--- config.mk ---
export PLATFORM = sky130hd
export DESIGN_NAME = hazard_ctrl
export DESIGN_NICKNAME = d
export VERILOG_FILES = /design/src/rtl/core_pkg.sv /design/src/rtl/fwd_sel_unit.sv /design/src/rtl/hazard_ctrl.sv
export SDC_FILE = /design/constraint.sdc
export NUM_CORES = 1
export LEC_CHECK = 0
export ABC_AREA = 1
export CAP_MARGIN = 25
export CORE_MARGIN = 3
export CORE_UTILIZATION = 55
export DETAILED_ROUTE_END_ITERATION = 10
export GPL_TIMING_DRIVEN = 0
export PLACE_DENSITY_LB_ADDON = 0.1
export SLEW_MARGIN = 20
export SYNTH_ARGS = -nofsm -noshare
export SYNTH_HDL_FRONTEND = slang
export SYNTH_SLANG_ARGS = --single-unit
--- constraint.sdc ---
create_clock -name clk -period 4.3 [get_ports clk]
set_input_delay 1.075 -clock clk [delete_from_list [all_inputs] [get_ports clk]]
set_output_delay 1.075 -clock clk [all_outputs]
set_load 0.02 [all_outputs]
--- src/rtl/core_pkg.sv ---
// Shared definitions for the RV32I pipeline control logic: hazard FSM states,
// forwarding mux encodings and instruction register-field positions.
package core_pkg;

    typedef enum logic [1:0] {
        ST_RUN   = 2'b00,
        ST_STALL = 2'b01,
        ST_FLUSH = 2'b10
    } hz_state_e;

    localparam logic [1:0] FWD_RF  = 2'b00;
    localparam logic [1:0] FWD_MEM = 2'b01;
    localparam logic [1:0] FWD_WB  = 2'b10;

    localparam int RS1_MSB = 19;
    localparam int RS1_LSB = 15;
    localparam int RS2_MSB = 24;
    localparam int RS2_LSB = 20;

endpackage

--- src/rtl/fwd_sel_unit.sv ---
// Per-operand bypass select: picks the youngest in-flight producer of rs.
import core_pkg::*;

module fwd_sel_unit (
    input  logic [4:0] rs,
    input  logic [4:0] mem_rd,
    input  logic       mem_regwen,
    input  logic [4:0] wb_rd,
    input  logic       wb_regwen,
    output logic [1:0] fwd_sel
);

    // x0 never forwards; MEM result is younger than WB so it wins
    always_comb begin
        fwd_sel = FWD_RF;
        if (rs == 5'd0) begin
            fwd_sel = FWD_RF;
        end else if (mem_regwen && (mem_rd == rs)) begin
            fwd_sel = FWD_MEM;
        end else if (wb_regwen && (wb_rd == rs)) begin
            fwd_sel = FWD_WB;
        end else begin
            fwd_sel = FWD_RF;
        end
    end

endmodule

--- src/rtl/hazard_ctrl.sv ---
// Pipeline sequencer: load-use stalls, redirect flushes, operand forwarding
// selects and saturating stall/flush performance counters.
import core_pkg::*;

module hazard_ctrl #(
    parameter int LOAD_LAT     = 1,
    parameter int FLUSH_CYCLES = 2,
    parameter int CNT_W        = 32
) (
    input  logic             clk,
    input  logic             rst_n,
    input  logic [31:0]      id_ins,
    input  logic             id_use_rs1,
    input  logic             id_use_rs2,
    input  logic [4:0]       ex_rd,
    input  logic             ex_regwen,
    input  logic             ex_memread,
    input  logic [4:0]       mem_rd,
    input  logic             mem_regwen,
    input  logic [4:0]       wb_rd,
    input  logic             wb_regwen,
    input  logic             ex_redirect,
    input  logic             perf_clr,
    output logic             stall_if,
    output logic             stall_id,
    output logic             flush_id,
    output logic             flush_ex,
    output logic [1:0]       fwd_a_sel,
    output logic [1:0]       fwd_b_sel,
    output logic [CNT_W-1:0] stall_cnt,
    output logic [CNT_W-1:0] flush_cnt
);

    localparam logic [2:0] LL_RELOAD = (LOAD_LAT > 1) ? 3'(LOAD_LAT - 2) : 3'd0;
    localparam logic [2:0] FL_RELOAD = (FLUSH_CYCLES > 1) ? 3'(FLUSH_CYCLES - 2) : 3'd0;
    localparam logic [CNT_W-1:0] CNT_MAX = {CNT_W{1'b1}};
    localparam logic [CNT_W-1:0] CNT_ONE = {{(CNT_W-1){1'b0}}, 1'b1};

    logic [4:0] rs1_s, rs2_s;
    logic       hz_s;
    logic       unused_ins_s;

    hz_state_e  state_r, state_nxt_s;
    logic [2:0] cnt_r, cnt_nxt_s;
    logic       stall_s, flush_s, flush_inc_s;
    logic [CNT_W-1:0] stall_cnt_r, flush_cnt_r;

    assign rs1_s        = id_ins[RS1_MSB:RS1_LSB];
    assign rs2_s        = id_ins[RS2_MSB:RS2_LSB];
    assign unused_ins_s = ^{id_ins[31:25], id_ins[14:0]};

    assign hz_s = ex_memread && ex_regwen && (ex_rd != 5'd0) &&
                  ((id_use_rs1 && (rs1_s == ex_rd)) || (id_use_rs2 && (rs2_s == ex_rd)));

    fwd_sel_unit u_fwd_a (
        .rs(rs1_s), .mem_rd(mem_rd), .mem_regwen(mem_regwen),
        .wb_rd(wb_rd), .wb_regwen(wb_regwen), .fwd_sel(fwd_a_sel)
    );

    fwd_sel_unit u_fwd_b (
        .rs(rs2_s), .mem_rd(mem_rd), .mem_regwen(mem_regwen),
        .wb_rd(wb_rd), .wb_regwen(wb_regwen), .fwd_sel(fwd_b_sel)
    );

    // FSM next state and control outputs; a redirect always preempts a stall
    always_comb begin
        state_nxt_s = state_r;
        cnt_nxt_s   = cnt_r;
        stall_s     = 1'b0;
        flush_s     = 1'b0;
        flush_inc_s = 1'b0;
        case (state_r)
            ST_RUN, ST_STALL: begin
                if (ex_redirect) begin
                    flush_s     = 1'b1;
                    flush_inc_s = 1'b1;
                    if (FLUSH_CYCLES > 1) begin
                        state_nxt_s = ST_FLUSH;
                        cnt_nxt_s   = FL_RELOAD;
                    end else begin
                        state_nxt_s = ST_RUN;
                    end
                end else if (state_r == ST_STALL) begin
                    stall_s = 1'b1;
                    if (cnt_r == 3'd0) begin
                        state_nxt_s = ST_RUN;
                    end else begin
                        cnt_nxt_s = cnt_r - 3'd1;
                    end
                end else if (hz_s) begin
                    stall_s = 1'b1;
                    if (LOAD_LAT > 1) begin
                        state_nxt_s = ST_STALL;
                        cnt_nxt_s   = LL_RELOAD;
                    end else begin
                        state_nxt_s = ST_RUN;
                    end
                end else begin
                    state_nxt_s = ST_RUN;
                end
            end
            ST_FLUSH: begin
                flush_s = 1'b1;
                if (ex_redirect) begin
                    flush_inc_s = 1'b1;
                    cnt_nxt_s   = FL_RELOAD;
                end else if (cnt_r == 3'd0) begin
                    state_nxt_s = ST_RUN;
                end else begin
                    cnt_nxt_s = cnt_r - 3'd1;
                end
            end
            default: begin
                state_nxt_s = ST_RUN;
                cnt_nxt_s   = 3'd0;
            end
        endcase
    end

    // FSM state and down-counter registers
    always_ff @(posedge clk or negedge rst_n) begin
        if (!rst_n) begin
            state_r <= ST_RUN;
            cnt_r   <= 3'd0;
        end else begin
            state_r <= state_nxt_s;
            cnt_r   <= cnt_nxt_s;
        end
    end

    // Saturating performance counters; clear beats increment
    always_ff @(posedge clk or negedge rst_n) begin
        if (!rst_n) begin
            stall_cnt_r <= {CNT_W{1'b0}};
            flush_cnt_r <= {CNT_W{1'b0}};
        end else if (perf_clr) begin
            stall_cnt_r <= {CNT_W{1'b0}};
            flush_cnt_r <= {CNT_W{1'b0}};
        end else begin
            if (stall_s && (stall_cnt_r != CNT_MAX)) begin
                stall_cnt_r <= stall_cnt_r + CNT_ONE;
            end
            if (flush_inc_s && (flush_cnt_r != CNT_MAX)) begin
                flush_cnt_r <= flush_cnt_r + CNT_ONE;
            end
        end
    end

    assign stall_if  = stall_s;
    assign stall_id  = stall_s;
    assign flush_id  = flush_s;
    assign flush_ex  = flush_s | stall_s;
    assign stall_cnt = stall_cnt_r;
    assign flush_cnt = flush_cnt_r;

endmodule

==> metrics, run 1 <==
Final WS setup 0.161 ns; drt wl/cell between 15 and 20 um; global router's overall resource usage 31.2%; hold buffer count at cts 0; Multi-input gate area 3240 um^2; Ys Warns 0; Slew Limit Fails 0; largest family of logic cells by synthesized area simple AND/OR/NAND/NOR gates; sequential element share of the synthesized area a little under a third; clk root buf clkbuf_8; Slew @ Worst Pin 0.567 ns; power per cell area 197 nW/um^2; total global routing overflow 0; FF-to-FF Start stall_cnt[1]; first-pass GRT wire length 28300 um; # IOs 129; power share of the combinational group 15.6%; Chip Height 107 um; crit-path cells clkdlybuf4s50_1 -> inv_1 -> a21oi_1 -> o2111ai_1 -> nor4_1 -> nor2b_1 -> clkdlybuf4s50_1; Reg area 1730 um^2; Simple-Gate Fraction of Synth Area 46.4%; Synth Cell Area between 5000 and 6000 um^2; clock latency on the worst-skew pair about 0.36 ns; vias per std cell 5.44; Final period util between 90% and 100%; post-cts resize count 3; largest net degree at the start of global routing 47; DP Area between 6000 and 7000 um^2; delay of the slowest critical-path stage 0.61 ns; Crit path required time 3.22 ns; crit path time final between 4 and 5 ns; critical path type in -> out; H-tree depth reported by CTS 3; DRC violations left 0; hold_sp flush_cnt[31]; Core Area 9820 um^2; number of inserted diodes 0; maximum clock insertion buffer count 2; initial antenna violation count 0; leakage power 3.21 nW; Post-DP HPWL 13300 um; Synth cell types 40; Die ar. between 10000 and 15000 um^2; most used cell, CP clkdlybuf4s50_1; die width 107 um; unrepaired setup endpoints after global routing false; Fillers between 800 and 900; final WL around 17000 um; Initial Util 56.9%; post-CTS setup buffers 0; Avg Cell Area, Syn 6.35 um^2; Fin. Hold Viols 0; Net Count, Synth 941; vias in the first global route 5521; post-synthesis compound-gate area fraction 6.50%; Critical Path Fanout Max 6; Internal ~0.99 mW; total power ~1.4 mW; synthesized instance count 880; TritonCTS clock tree yes; Clk pwr share 36.0%; WHS 0.549 ns; via count 6169; Max Clk Rate 0.242 GHz; Worst Skew approximately 0.0061 ns; Reg2Reg Setup Slack 2.08 ns; Yosys reg bits 69; Final nets about 1100; Rel. slew slack 62.2%; post-synthesis adder-cell area fraction less than 1%; sequential power share 48.4%; Finish-stage setup viols 0; IO buf count ~110; share of layout cells above drive strength 1 7.60%; routability cong. 1.06; Psw 0.391 mW; DRT antenna net count 0; CTS clk-pin slew, worst paths 0.07 ns; CP startpoint id_ins[18]; xor/xnor share of the synthesized area roughly 4%; setup_tns 0 ns; crit path launch type primary input; Max Cap Violations 0; Detailed Route Iter0 Violations 528; multiplexer area fraction after synthesis 0%; dpl ws -0.155 ns; Peak VDD IR 0.145 mV; status finished, final reports clean; final instance area approximately 7000 um^2; Core Util, Final 71.5%; iteration count of the initial detailed-routing pass 6; Clock Sinks 69; Sw Ratio 28.2%; WP data arrival 3.06 ns; row count 36; Finished Layout Cells 1133; CP Capture Type output port; cts bufs inserted 9; HP Class reg -> reg; Layout area overhead 25.7%; slowest stage cell, crit path clkdlybuf4s50_1; cell total after placement 1120
## final timing paths
check	end	cells past startpoint
max	fwd_a_sel[0]	7
min	flush_cnt[31]	2
max reg2reg	stall_cnt[30]	9
min reg2reg	flush_cnt[31]	2
max in group asynchronous	flush_cnt[27]	2
min in group asynchronous	stall_cnt[15]	1
## placed cells by master (no fill, tap or decap), types with 18 or more instances in the layout
cell type        count
nand2_1            281
nor2_1             119
inv_1              114
clkdlybuf4s50_1    103
nand3_1             88
dfrtp_1             69
nand4_1             38
o21ai_0             22
nor3_1              19
xor2_1              18
## kinds of logic after synthesis
group	after synthesis
compound gates	56
buf+inv	145
flops	69
xor+xnor	26
fa+ha+maj	4
simple gates	580
## critical path, delay by kind of cell
family,cells,cell delay [ns]
compound gates,2,0.29
buf+inv,3,1.21
simple gates,2,0.49
## power by group through the flow
stage / registers [mW] / logic, mW / clock network (mW)
2_1_floorplan: 0.686 / 0.107 / 0
3_3_place_gp: 0.683 / 0.209 / 0
3_5_place_dp: 0.684 / 0.215 / 0
4_1_cts: 0.671 / 0.217 / 0.504
5_1_grt: 0.673 / 0.239 / 0.536
6_report: 0.671 / 0.216 / 0.499
## state kept, by name, indices dropped and copies added (netlist names)
| signal | cells |
|---|---|
| flush_cnt | 32 |
| cnt_r | 3 |
| stall_cnt | 32 |
| state_r | 2 |
## synthesized netlist by cell type (all sizes together)
library cell,number,area [um^2]
buf,16,139
nor2b,2,12.5
nor2,125,499
o22ai,5,31.3
a221oi,3,26.3
nor4,2,12.5
nor3,22,125
xnor2,8,70.1
a211oi,3,22.5
o2111ai,2,17.5
and3,1,6.26
o21ai,35,220
nand4,39,259
ha,4,50.1
nand3b,1,11.3
dfrtp,69,1730
clkbuf,9,33.8
a21oi,6,30.0
xor2,18,158
o21bai,1,7.51
nand3,99,558
inv,119,447
nand2,289,1110
a21boi,1,7.51
clkinv,1,3.75
## layout make-up
type,count,share of cell area [%]
buffer,25,2.50
clock buffer,12,2.35
clock inverter,1,0.107
inverter,120,6.42
multi-input combinational,666,46.2
sequential,69,24.6
tap,133,2.37
timing repair buffer,107,15.5
## layer usage
layer  vias to the layer above  track usage, %  routed length (um)
li1                       3068               -                   -
met1                      2810            47.6                7980
met2                       274            44.9                7210
met3                        17            5.66                1710
met4                         0            9.32                 212
met5                         -               0                   0
(Power assumes the default switching activity.)
==> inputs of run 2 (changes only) <==
ABC_AREA = unset   (was 1)
CORE_UTILIZATION = 65   (was 55)
DONT_BUFFER_PORTS = 1   (was unset)
==> metrics, run 2 <==
most frequent cells in the layout 69 x dfrtp_1, 56 x nor2_1, 39 x xor2_1, 28 x nand3_1, 26 x a21oi_1; clk root buf clkbuf_8; vias in the first global route between 3000 and 4000; Rel. slew slack 54.0%; via count 3679; number of synthesized flops with an enable pin 0; drt wl/cell 18.8 um; crit-path cells or3_1 -> o311a_1 -> o21ai_2 -> or2_0 -> clkbuf_1 -> inv_1 -> buf_4; H-tree depth reported by CTS 3; CP Capture Type output port; delay of the slowest critical-path stage 0.38 ns; Crit path required time approximately 3.2 ns; Synth area leader dfrtp_1; initial antenna violation count 0; Final nets between 500 and 600; WHS around 0.42 ns; Initial Util a little over two thirds; sequential element share of the synthesized area 40.4%; post-synthesis adder-cell area fraction between 1 and 1.5%; hold buffer count at cts 0; async set-reset flop share out of synthesis between 90% and 100%; Slew @ Worst Pin 0.686 ns; crit path launch type primary input; Max Clk Rate around 0.25 GHz; Top Layer Used met4; total global routing overflow 0; Simple-Gate Fraction of Synth Area 29.2%; share of layout cells above drive strength 1 6.79%; multiplexer area fraction after synthesis 3.34%; Critical Path Fanout Max 7; cell family with most CP delay buffers and inverters; Finish-stage setup viols 0; Avg Cell Area, Syn 9.09 um^2; power per cell area 333 nW/um^2; CTS clk-pin slew, worst paths 0.08 ns; Detailed Route Iter0 Violations 246; routability cong. 0.925; first-pass GRT wire length between 15000 and 20000 um; DRC violations left 0; Fin. Hold Viols 0; xor/xnor share of the synthesized area 12.1%; met3 routed WL 972 um; Synth cell types 50; Ys Warns 0; clock latency on the worst-skew pair 0.35 ns; crit path time final roughly 4 ns; Layout area overhead 8.32%; DRT antenna net count 0; WP data arrival ~2.9 ns; setup_tns 0 ns; post-CTS setup buffers 0; Worst Path Buf+Inv 3; ranking of synthesized cells by area dfrtp_1 40%, xor2_1 8.0%, nor2_1 4.9%, xnor2_1 4.1%, nand4_1 3.4%; # IOs around 130; iteration count of the initial detailed-routing pass 4; largest net degree at the start of global routing 70; Final period util 93.4%; unrepaired setup endpoints after global routing false; IO buf count 0; final WL 10500 um; vias per std cell 6.56; Synth Cell Area 4270 um^2; synthesized instance count 470; total power 1.54 mW; cts bufs inserted 9; Synth top cells by count 69 x dfrtp_1, 56 x nor2_1, 39 x xor2_1, 28 x nand3_1, 26 x a21oi_1; Net Count, Synth between 500 and 600; TritonCTS clock tree yes; Peak VDD IR roughly 0.26 mV; Max Cap Violations 0; maximum clock insertion buffer count 2; Synth Flop Type dfrtp_1; Yosys reg bits 69; Post-DP HPWL 7500 um; critical path type in -> out; Chip Height a little under 90 um; top-count cell post-synth dfrtp_1; most common cell after layout, fill and taps aside dfrtp_1; leakage power 1.89 nW; Worst Skew 0.0106 ns; row count 28; DR WL met2 5270 um; Slew Limit Fails 0; Clock Sinks 69; die width a little under 90 um; global router's overall resource usage 28.5%; Die ar. 7580 um^2; largest family of logic cells by synthesized area simple AND/OR/NAND/NOR gates; HP Class in -> async; post-cts resize count 0; Synth top area share 40.4%; number of inserted diodes 0; Core Area 6130 um^2; status finished, final reports clean; post-synthesis compound-gate area fraction 10.3%; slowest stage cell, crit path or3_1; WL met1 about 4200 um
[run 2: cell types whose count changed after synthesis, sizes merged, moves of 18 or more]
cell	delta
a21oi	+20
inv	-107
xor2	+21
nand2	-269
o21ai	-18
nand3	-71
nor2	-69
[run 2: metrics by stage]
stage | util [%] | std cells | setup WS [ns] | cell area (um^2)
after floorplan | - | 470 | 0.589 | 4270
after global placement | 71.2 | 545 | 0.296 | 4360
after detailed placement | 71.2 | 545 | 0.275 | 4360
after CTS | 75.4 | 561 | 0.270 | 4630
after global routing | 75.4 | 561 | 0.187 | 4630
final | 75.4 | 561 | 0.282 | 4630
[run 2: cell families (layout without fill, tap and decap cells)]
kind of cell / count (synthesis) / count (layout)
AO/OA/AOI/OAI: 69 / 69
buffers and inverters: 33 / 49
adder cells (fa/ha/maj): 4 / 4
flip-flops: 69 / 69
XOR/XNOR: 59 / 59
multiplexers: 13 / 13
AND/OR/NAND/NOR: 223 / 223
[run 2: layout make-up]
class	count	area, um^2
fill	440	1510
inverter	12	45.0
clock buffer	10	128
sequential	69	1730
clock inverter	6	134
multi-input combinational	368	2400
buffer	21	101
tap	75	93.8
[run 2: final timing paths]
kind / startpoint / endpoint / slack, ns / cells after the start
max in group asynchronous: rst_n / flush_cnt[11] / 3.75 / 0
worst min register to register: cnt_r[1] / cnt_r[1] / 0.58 / 2
worst max-delay path: ex_rd[0] / stall_if / 0.28 / 7
min in group clk: cnt_r[1] / cnt_r[1] / 0.58 / 2
worst max register to register: stall_cnt[2] / stall_cnt[24] / 1.45 / 6
worst min-delay path: rst_n / stall_cnt[8] / 0.42 / 0
[run 2: power by group]
group	switching (mW)	internal (mW)	total, mW
Combinational	0.0991	0.0627	0.162
Sequential	0.0136	0.662	0.676
Clock	0.259	0.446	0.704
[run 2: routing by layer]
layer	vias up	track usage, %
met4	0	9.49
met2	139	48.0
met3	15	8.61
met1	1805	34.9
met5	-	0
li1	1720	-
